<file path="src/rtl/apb_image_loader.sv">
// APB master that streams one image's pixels into CatRecognizer, fires the start
// command, waits a fixed latency and reports the sampled classification.
module apb_image_loader #(
  parameter int unsigned Amba_Word       = 24,
  parameter int unsigned Amba_Addr_Depth = 13,
  parameter int unsigned PixelWidth      = 8,
  parameter int unsigned NumPixels       = 12288,
  parameter int unsigned ResultLatency   = 4150,
  parameter int unsigned CntWidth        = 16
) (
  input  logic                       clk,
  input  logic                       rst,
  input  logic                       img_start,
  input  logic                       exp_result,
  input  logic                       abort,
  input  logic                       pix_valid,
  output logic                       pix_ready,
  input  logic [PixelWidth-1:0]      pix_data,
  output logic                       PSEL,
  output logic                       PENABLE,
  output logic                       PWRITE,
  output logic [Amba_Addr_Depth-1:0] PADDR,
  output logic [Amba_Word-1:0]       PWDATA,
  input  logic                       CatRecOut,
  output logic                       busy,
  output logic                       result_valid,
  output logic                       result,
  output logic                       match,
  output logic [CntWidth-1:0]        img_count,
  output logic [CntWidth-1:0]        err_count
);

  localparam int unsigned PPW      = Amba_Word / PixelWidth;
  localparam int unsigned NumWords = NumPixels / PPW;
  localparam int unsigned AW       = Amba_Addr_Depth;
  localparam int unsigned PCW      = (PPW > 1) ? $clog2(PPW) : 1;
  localparam int unsigned WCW      = (ResultLatency > 1) ? $clog2(ResultLatency) : 1;

  // Elaboration-time parameter sanity
  if (Amba_Word % PixelWidth != 0) begin : g_bad_word
    $error("Amba_Word must be a multiple of PixelWidth");
  end
  if (NumPixels % PPW != 0) begin : g_bad_pixels
    $error("NumPixels must be a multiple of pixels per word");
  end
  if (NumWords > (2 ** Amba_Addr_Depth) - 1) begin : g_bad_depth
    $error("image does not fit in the APB address space");
  end
  if (ResultLatency < 1) begin : g_bad_latency
    $error("ResultLatency must be at least 1");
  end

  typedef enum logic [3:0] {
    IDLE, CLR_S, CLR_A, FILL, WR_S, WR_A, GO_S, GO_A, WAIT, DONE
  } state_t;

  state_t               state, state_nx;
  logic [AW-1:0]        idx, idx_nx;
  logic [PCW-1:0]       pix_cnt, pix_cnt_nx;
  logic [WCW-1:0]       wait_cnt, wait_cnt_nx;
  logic [Amba_Word-1:0] word, word_nx, word_sh;
  logic                 exp_q, exp_nx;
  logic                 result_nx, match_nx;
  logic [CntWidth-1:0]  img_nx, err_nx;
  logic                 psel_nx, penable_nx, pwrite_nx;
  logic [AW-1:0]        paddr_nx;
  logic [Amba_Word-1:0] pwdata_nx;

  // First accepted pixel ends up in the MSBs after PPW shifts
  if (PPW > 1) begin : g_shift
    assign word_sh = {word[Amba_Word-PixelWidth-1:0], pix_data};
  end else begin : g_single
    assign word_sh = pix_data;
  end

  always_ff @(posedge clk or posedge rst) begin
    if (rst) state <= IDLE;
    else     state <= state_nx;
  end

  always_comb begin
    state_nx    = state;
    idx_nx      = idx;
    pix_cnt_nx  = pix_cnt;
    wait_cnt_nx = wait_cnt;
    word_nx     = word;
    exp_nx      = exp_q;
    result_nx   = result;
    match_nx    = match;
    img_nx      = img_count;
    err_nx      = err_count;

    if (abort && state != IDLE) begin
      state_nx = IDLE;
    end else begin
      case (state)
        IDLE: if (img_start && !abort) begin
          state_nx   = CLR_S;
          exp_nx     = exp_result;
          idx_nx     = '0;
          pix_cnt_nx = '0;
        end
        CLR_S: state_nx = CLR_A;
        CLR_A: state_nx = FILL;
        FILL: if (pix_valid) begin
          word_nx = word_sh;
          if (pix_cnt == PCW'(PPW - 1)) begin
            pix_cnt_nx = '0;
            state_nx   = WR_S;
          end else begin
            pix_cnt_nx = pix_cnt + PCW'(1);
          end
        end
        WR_S: state_nx = WR_A;
        WR_A: if (idx == AW'(NumWords - 1)) begin
          state_nx = GO_S;
        end else begin
          idx_nx   = idx + AW'(1);
          state_nx = FILL;
        end
        GO_S: state_nx = GO_A;
        GO_A: begin
          wait_cnt_nx = '0;
          state_nx    = WAIT;
        end
        WAIT: if (wait_cnt == WCW'(ResultLatency - 1)) begin
          state_nx  = DONE;
          result_nx = CatRecOut;
          match_nx  = (CatRecOut == exp_q);
          img_nx    = img_count + CntWidth'(1);
          if (CatRecOut != exp_q && err_count != '1) err_nx = err_count + CntWidth'(1);
        end else begin
          wait_cnt_nx = wait_cnt + WCW'(1);
        end
        DONE:    state_nx = IDLE;
        default: state_nx = IDLE;
      endcase
    end

    // APB drive follows the state being entered; address/data hold when idle
    psel_nx    = 1'b0;
    penable_nx = 1'b0;
    pwrite_nx  = 1'b0;
    paddr_nx   = PADDR;
    pwdata_nx  = PWDATA;
    case (state_nx)
      CLR_S, CLR_A: begin
        psel_nx    = 1'b1;
        pwrite_nx  = 1'b1;
        penable_nx = (state_nx == CLR_A);
        paddr_nx   = '0;
        pwdata_nx  = '0;
      end
      WR_S, WR_A: begin
        psel_nx    = 1'b1;
        pwrite_nx  = 1'b1;
        penable_nx = (state_nx == WR_A);
        paddr_nx   = idx_nx + AW'(1);
        pwdata_nx  = word_nx;
      end
      GO_S, GO_A: begin
        psel_nx    = 1'b1;
        pwrite_nx  = 1'b1;
        penable_nx = (state_nx == GO_A);
        paddr_nx   = '0;
        pwdata_nx  = Amba_Word'(1);
      end
      default: ;
    endcase
  end

  always_ff @(posedge clk or posedge rst) begin
    if (rst) begin
      idx          <= '0;
      pix_cnt      <= '0;
      wait_cnt     <= '0;
      word         <= '0;
      exp_q        <= 1'b0;
      result       <= 1'b0;
      match        <= 1'b0;
      img_count    <= '0;
      err_count    <= '0;
      PSEL         <= 1'b0;
      PENABLE      <= 1'b0;
      PWRITE       <= 1'b0;
      PADDR        <= '0;
      PWDATA       <= '0;
      pix_ready    <= 1'b0;
      busy         <= 1'b0;
      result_valid <= 1'b0;
    end else begin
      idx          <= idx_nx;
      pix_cnt      <= pix_cnt_nx;
      wait_cnt     <= wait_cnt_nx;
      word         <= word_nx;
      exp_q        <= exp_nx;
      result       <= result_nx;
      match        <= match_nx;
      img_count    <= img_nx;
      err_count    <= err_nx;
      PSEL         <= psel_nx;
      PENABLE      <= penable_nx;
      PWRITE       <= pwrite_nx;
      PADDR        <= paddr_nx;
      PWDATA       <= pwdata_nx;
      pix_ready    <= (state_nx == FILL);
      busy         <= (state_nx != IDLE);
      result_valid <= (state_nx == DONE);
    end
  end

endmodule

</file>
<file path="config.mk">
export PLATFORM = sky130hd
export DESIGN_NAME = apb_image_loader
export DESIGN_NICKNAME = d
export VERILOG_FILES = /design/src/rtl/apb_image_loader.sv
export SDC_FILE = /design/constraint.sdc
export NUM_CORES = 1
export LEC_CHECK = 0
export BUFFER_PORTS_ARGS = -buffer_cell sky130_fd_sc_hd__buf_4
export CAP_MARGIN = 20
export CORE_MARGIN = 2
export CORE_UTILIZATION = 57
export DETAILED_ROUTE_END_ITERATION = 8
export PLACE_DENSITY = 0.83
export SLEW_MARGIN = 20
export SYNTH_ARGS = -nofsm -noshare
export SYNTH_HDL_FRONTEND = slang
export SYNTH_SLANG_ARGS = --single-unit
</file>
<file path="constraint.sdc">
create_clock -name clk -period 5 [get_ports clk]
set_input_delay 0.25 -clock clk [delete_from_list [all_inputs] [get_ports clk]]
set_output_delay 0.25 -clock clk [all_outputs]
set_load 0.05 [all_outputs]
</file>
==> run_results.csv, run 1 <==
group,metric,value,unit
setup_path,critPathKind,"flip-flop to flip-flop",
worst_hold_path,min_path_type,"input port to flip-flop",
power_and_ir_drop,p_total,2.84,mW
setup_path,startpoint_type,"flip-flop",
grt,grt-ovfl-total,0,
finish,diodes,0,
sta,post-route-period-util,71.6,%
synth,yosys_most_used_dff,"dfrtp_1",
route,wl,13900,um
sta,skew,0.0119,ns
placed_design,dp.cells,759,
clock_network,cts-resized-gates,0,
clock_network,path_clk_slew,0.06,ns
power_and_ir_drop,p_seq_share,42.6,%
synth,synth_area_leaders,"dfrtp_1 54%, mux2_2 5.5%, xnor2_1 4.1%",
setup_path,reg2reg_slack,1.42,ns
floorplanning,die-area,11700,sq um
clock_network,numCtsBuffers,17,
setup_path,rr_worst_depth,9,
power_and_ir_drop,switchingPower,736,uW
grt,grt_max_degree,80,
route,routed_via_density,5.95,
route,num_vias,4774,
setup_path,arrival,4.05,ns
placed_design,gp_congestion,0.894,
finish,nets,670,
route,drc,0,
floorplanning,die_w,108,um
clock_network,post_cts_buffers,0,
sta,setup_viol,0,
power_and_ir_drop,p_int,2.10,mW
setup_path,required,5.47,ns
power_and_ir_drop,power.share.combinational,11.7,%
setup_path,worst_r2r_endpoint,"PADDR[10]",
grt,grt_pass1_vias,4576,
power_and_ir_drop,p_per_area,368,nW/um^2
grt,grt_pass1_wl,22800,um
synth,yosys.area_share.adder,1.21,%
floorplanning,initial_utilization,57.8,%
sta,slew_violations,0,
synth,postSynthAreaPerCell,11.3,sq um
clock_network,htreeDepth,4,
clock_network,insertion_delay,0.54,ns
synth,synth_seq_area_share,53.8,%
synth,yosys.area_share.simple,18.8,%
grt,track_usage,25.4,%
route,avgRoutedWirePerCell,17.3,um
power_and_ir_drop,irDropWorstVdd,0.324,mV
setup_path,endpoint,"PADDR[10]",
sta,min_period,3.58,ns
floorplanning,coreArea,10700,sq um
route,antenna_left,0,
synth,netlist_instances,547,
sta,fmax,0.279,GHz
synth,synth_xor_area_share,6.65,%
synth,yosys.area.top_type,"dfrtp_1",
floorplanning,num_rows,38,
synth,synthesis.area,6190,sq um
synth,synth_common_cells,"133 x dfrtp_1, 42 x nand2_1, 30 x mux2_2",
outcome,status,"complete, no violations",
setup_path,rr_startpoint,"state[2]",
power_and_ir_drop,swShare,26.0,%
clock_network,cts-root-buf,"clkbuf_8",
setup_path,crit_path_end_kind,"flip-flop",
placed_design,post-dp-hpwl,9170,um
route,drtPass1Iterations,5,
synth,yosysUniqueCellTypes,67,
synth,synth_top_area_share,53.8,%
synth,synth_edf_count,0,
synth,syn_nets,568,
route,drt_iter0_markers,341,
power_and_ir_drop,p_clk_share,45.7,%
finish,area_growth_syn_to_layout,24.4,%
synth,synth-seq-cells,133,
clock_network,cts.sinks,133,
sta,finalHoldViolations,0,
finish,stdcell_count,802,
sta,slew-limit-headroom,36.3,%
sta,setup_tns,0,ns
sta,rsz0062_at_grt,"no",
synth,synth_mux_area_share,5.62,%
run,drv_cap,0,
setup_path,cp_max_fo,17,
grt,antenna_found_initial,0,
synth,synthArstFlopShare,100,%
placed_design,port_buffers,91,
synth,yosysMostFrequentCell,"dfrtp_1",
power_and_ir_drop,leakage,3.74,nW
clock_network,clockBufferDepth,2,
setup_path,crit_path_start,"state[2]",
finish,drive_above_1_share,25.1,%
synth,synth_top_family_by_area,"simple AND/OR/NAND/NOR gates",
synth,ys_warn_count,0,
floorplanning,io_pins,92,
clock_network,cts_tree,"yes",
synth,synth_compound_area_share,11.4,%
sta,worst_pin_slew,0.955,ns
floorplanning,fp.dieH,108,um
finish,final.fill_count,731,
-- cell families after synthesis --
group | count (synthesis)
mux | 31
fa+ha+maj | 6
buf+inv | 32
xor+xnor | 47
flops | 133
compound gates | 95
simple gates | 203
-- flip-flops by register name, summed over array words and instances (netlist names), 2 cells and up --
register,count
PADDR,13
PWDATA,24
err_count,16
idx,13
img_count,16
pix_cnt,2
state,4
wait_cnt,13
word,24
-- final cells by class --
| cell class | instances | area (sq um) | area share (%) |
|---|---|---|---|
| well taps | 140 | 175 | 2.27 |
| repair buffers | 106 | 823 | 10.7 |
| clock inverters | 11 | 173 | 2.24 |
| clock buffers | 21 | 439 | 5.70 |
| inverters | 9 | 36.3 | 0.471 |
| multi-input cells | 382 | 2730 | 35.4 |
| flip-flops and latches | 133 | 3330 | 43.2 |
-- worst min path at each step --
stage,slack (ns),cells after the start,from,end
6_report,0.05,2,abort,state[3]
5_1_grt,0.03,2,abort,state[3]
4_1_cts,0.02,2,abort,state[3]
3_5_place_dp,0.46,1,img_count[15],img_count[15]
3_3_place_gp,0.46,1,img_count[15],img_count[15]
2_1_floorplan,0.40,1,exp_result,exp_q
-- metrics by stage --
step	instance area, sq um	util [%]	hold slack, ns	worst slack, ns
after floorplan	6190	-	0.402	1.20
after detailed placement	6970	65.1	0.462	1.59
final	7700	72.0	0.0506	1.42
after global placement	6970	65.1	0.459	1.77
after global routing	7700	72.0	0.0288	1.18
after CTS	7690	71.9	0.0162	1.50
-- power groups by stage --
stage / Clock [mW] / Sequential (mW) / Combinational, mW
CTS: 1.31 / 1.21 / 0.333
global placement: 0 / 1.22 / 0.314
global route: 1.36 / 1.22 / 0.361
finish: 1.30 / 1.21 / 0.332
detailed placement: 0 / 1.23 / 0.324
floorplan: 0 / 1.25 / 0.223
-- routing by layer --
metal	up-vias	routed length, um	global-route usage, %
li1	2217	-	-
met1	2350	6000	33.6
met3	17	916	7.96
met4	0	176	7.97
met5	-	0	0
met2	190	6760	40.3
-- critical path: stages (launching register included) --
cell	delay (ns)
dfrtp_1	0.63
nand4bb_1	0.32
nor2_1	0.44
nand2_1	0.09
mux2i_1	0.41
ha_1	0.27
a21boi_0	0.34
nand4_1	0.32
or4_1	0.59
nand3_1	0.09
-- timing repair --
action	in CTS	in global routing
hold buffers	11	0
endpoints found under the hold margin	88	0
setup endpoints to repair	0	0
-- layout by cell type (no fill, tap or decap), types with 18 or more instances in the layout --
cell type / n
dfrtp_1: 133
buf_4: 95
nand2_1: 42
mux2_2: 30
nor2_1: 29
nand3_1: 29
xnor2_1: 29
a22o_1: 24
o21ai_0: 20
xor2_1: 18
Power figures use the tool's default switching activity.
==> inputs of run 2 (changes only) <==
ABC_AREA = 1   (was unset)
CORE_UTILIZATION = 52   (was 57)
PLACE_DENSITY = 0.79   (was 0.83)
clock period = 3.1 ns   (was 5 ns; I/O delays follow)
==> run_results.csv, run 2 <==
group,metric,value,unit
clock_network,clockBufferDepth,2,
floorplanning,die_w,119,um
synth,synth_edf_count,0,
clock_network,cts_tree,"yes",
finish,final_common_cell,"nand2_1",
route,num_vias,5384,
grt,grt_max_degree,134,
synth,synth_common_cells,"174 x nand2_1, 133 x dfrtp_1, 110 x inv_1",
finish,area_growth_syn_to_layout,22.3,%
floorplanning,initial_utilization,52.7,%
floorplanning,io_pins,92,
clock_network,cts.sinks,133,
synth,synth_area_leaders,"dfrtp_1 48%, nand2_1 9.4%, inv_1 6.0%",
synth,synth_seq_area_share,48.0,%
clock_network,numCtsBuffers,17,
synth,yosys.area.top_type,"dfrtp_1",
floorplanning,die-area,14300,sq um
synth,synth_top_area_share,48.0,%
sta,min_period,2.58,ns
route,avgRoutedWirePerCell,13.7,um
setup_path,cp_max_fo,5,
sta,slew_violations,0,
synth,yosysUniqueCellTypes,53,
placed_design,gp_congestion,0.952,
finish,nets,913,
setup_path,startpoint_type,"flip-flop",
clock_network,htreeDepth,4,
synth,yosysMostFrequentCell,"nand2_1",
outcome,status,"complete, no violations",
synth,yosys_most_used_dff,"dfrtp_1",
sta,slew-limit-headroom,50.5,%
clock_network,cts-resized-gates,0,
synth,synth-seq-cells,133,
run,drv_cap,0,
sta,fmax,0.388,GHz
finish,final_cell_mix,"174 x nand2_1, 133 x dfrtp_1, 109 x inv_1",
sta,rsz0062_at_grt,"no",
synth,postSynthAreaPerCell,8.89,sq um
route,wl,14800,um
route,routed_via_density,4.99,
floorplanning,num_rows,42,
sta,finalHoldViolations,0,
grt,track_usage,22.3,%
synth,synthArstFlopShare,100,%
grt,grt_pass1_wl,25400,um
worst_hold_path,min_path_type,"input port to flip-flop",
finish,final.fill_count,1089,
sta,post-route-period-util,83.1,%
placed_design,placed_cell_area,7780,sq um
finish,diodes,0,
grt,grt_pass1_vias,5334,
floorplanning,fp.dieH,119,um
route,drc,0,
synth,syn_nets,800,
clock_network,path_clk_slew,0.06,ns
sta,worst_pin_slew,0.742,ns
route,drtPass1Iterations,5,
placed_design,post-dp-hpwl,10600,um
placed_design,port_buffers,91,
synth,ys_warn_count,0,
route,antenna_left,0,
grt,antenna_found_initial,0,
sta,setup_tns,0,ns
finish,reg.largest.list,"PWDATA x24, word x24",
synth,netlist_instances,779,
power_and_ir_drop,p_per_area,656,nW/um^2
power_and_ir_drop,irDropWorstVdd,0.437,mV
route,drt_iter0_markers,337,
clock_network,insertion_delay,0.42,ns
floorplanning,coreArea,13100,sq um
sta,skew,0.0154,ns
finish,drive_above_1_share,27.1,%
sta,setup_viol,0,
finish,fin_area,8470,sq um
setup_path,required,3.40,ns
clock_network,cts-root-buf,"clkbuf_16",
setup_path,arrival,2.87,ns
setup_path,critPathKind,"flip-flop to flip-flop",
grt,grt-ovfl-total,0,
synth,synthesis.area,6930,sq um
setup_path,crit_path_end_kind,"flip-flop",
power_and_ir_drop,leakage,4.18,nW
run 2: cell count changes in the layout (fill, tap and decap cells not counted), sizes merged, moves of 4 or more:
cell	previous run	this run
and2	9	3
nand3	30	53
or4	4	0
a21oi	9	23
a22o	24	0
nand2	42	189
o211ai	6	0
inv	11	127
and3	16	0
o21ai	22	58
mux2	30	9
xnor2	29	8
and4	13	0
nor2	29	83
run 2: kinds of logic (layout without fill, tap and decap cells):
| kind of cell | after synthesis | after routing | share of synthesized area (%) |
|---|---|---|---|
| fa+ha+maj | 6 | 6 | 1.08 |
| simple gates | 368 | 368 | 27.5 |
| buf+inv | 140 | 265 | 8.92 |
| flops | 133 | 133 | 48.0 |
| compound gates | 95 | 95 | 9.48 |
| mux | 9 | 9 | 1.46 |
| xor+xnor | 28 | 28 | 3.54 |
run 2: cell type report:
type,instances,area (sq um),share of cell area [%]
Clock buffer,21,470,5.55
Clock inverter,10,124,1.46
Inverter,128,500,5.91
Multi-Input combinational cell,506,2980,35.2
Sequential cell,133,3330,39.3
Tap cell,176,220,2.60
Timing Repair Buffer,106,846,9.98
run 2: where the power goes:
group          internal (mW)  switching (mW)  total, mW
sequential              1.99           0.155       2.14
clock                   1.25           0.745       1.99
combinational          0.410            1.01       1.42
total                   3.64            1.91       5.56
run 2: worst paths after layout:
kind,to,slack (ns),cells after the start,start
setup / recovery,PADDR[12],0.52,16,idx[0]
hold / removal,word[0],0.02,2,pix_data[0]
setup reg to reg,PADDR[12],0.52,16,idx[0]
hold reg to reg,result,0.47,2,result
max in group asynchronous,state[2],2.04,4,rst
min in group asynchronous,PWDATA[13],0.45,4,rst
run 2: what timing repair did:
action                    4_1_cts  5_1_grt
hold buffers                   10        0
setup buffers                   0        0
hold endpoints to repair       51        0
run 2: through the flow:
step / worst slack (ns) / utilization (%) / power, mW / hold WS [ns] / instances
after floorplan: 0.859 / - / 3.37 / 0.272 / 779
after global placement: 0.627 / 59.2 / 3.54 / 0.383 / 1039
after detailed placement: 0.551 / 59.2 / 3.58 / 0.386 / 1039
after CTS: 0.539 / 64.5 / 5.59 / 0.0104 / 1080
after global routing: 0.262 / 64.5 / 5.86 / 0.0255 / 1080
final: 0.522 / 64.5 / 5.56 / 0.0186 / 1080
run 2: routing by layer:
layer / GRT usage [%] / routed length (um) / up-vias
li1: - / - / 2718
met4: 8.38 / 142 / 0
met3: 4.50 / 499 / 12
met1: 29.6 / 6740 / 2557
met5: 0 / 0 / -
met2: 36.4 / 7450 / 97
run 2: critical path, cell delays in order, from the launching register on:
cell,delay (ns)
dfrtp_1,0.40
ha_1,0.21
nand2_1,0.09
nor2_2,0.20
nand2_2,0.11
nor2_2,0.12
nand2_2,0.09
nand2_1,0.11
nand2_1,0.05
and2_1,0.21
inv_1,0.09
ha_1,0.26
nand3_2,0.15
nor2_4,0.15
nand3_1,0.09
nand3_1,0.09
nand2_1,0.05
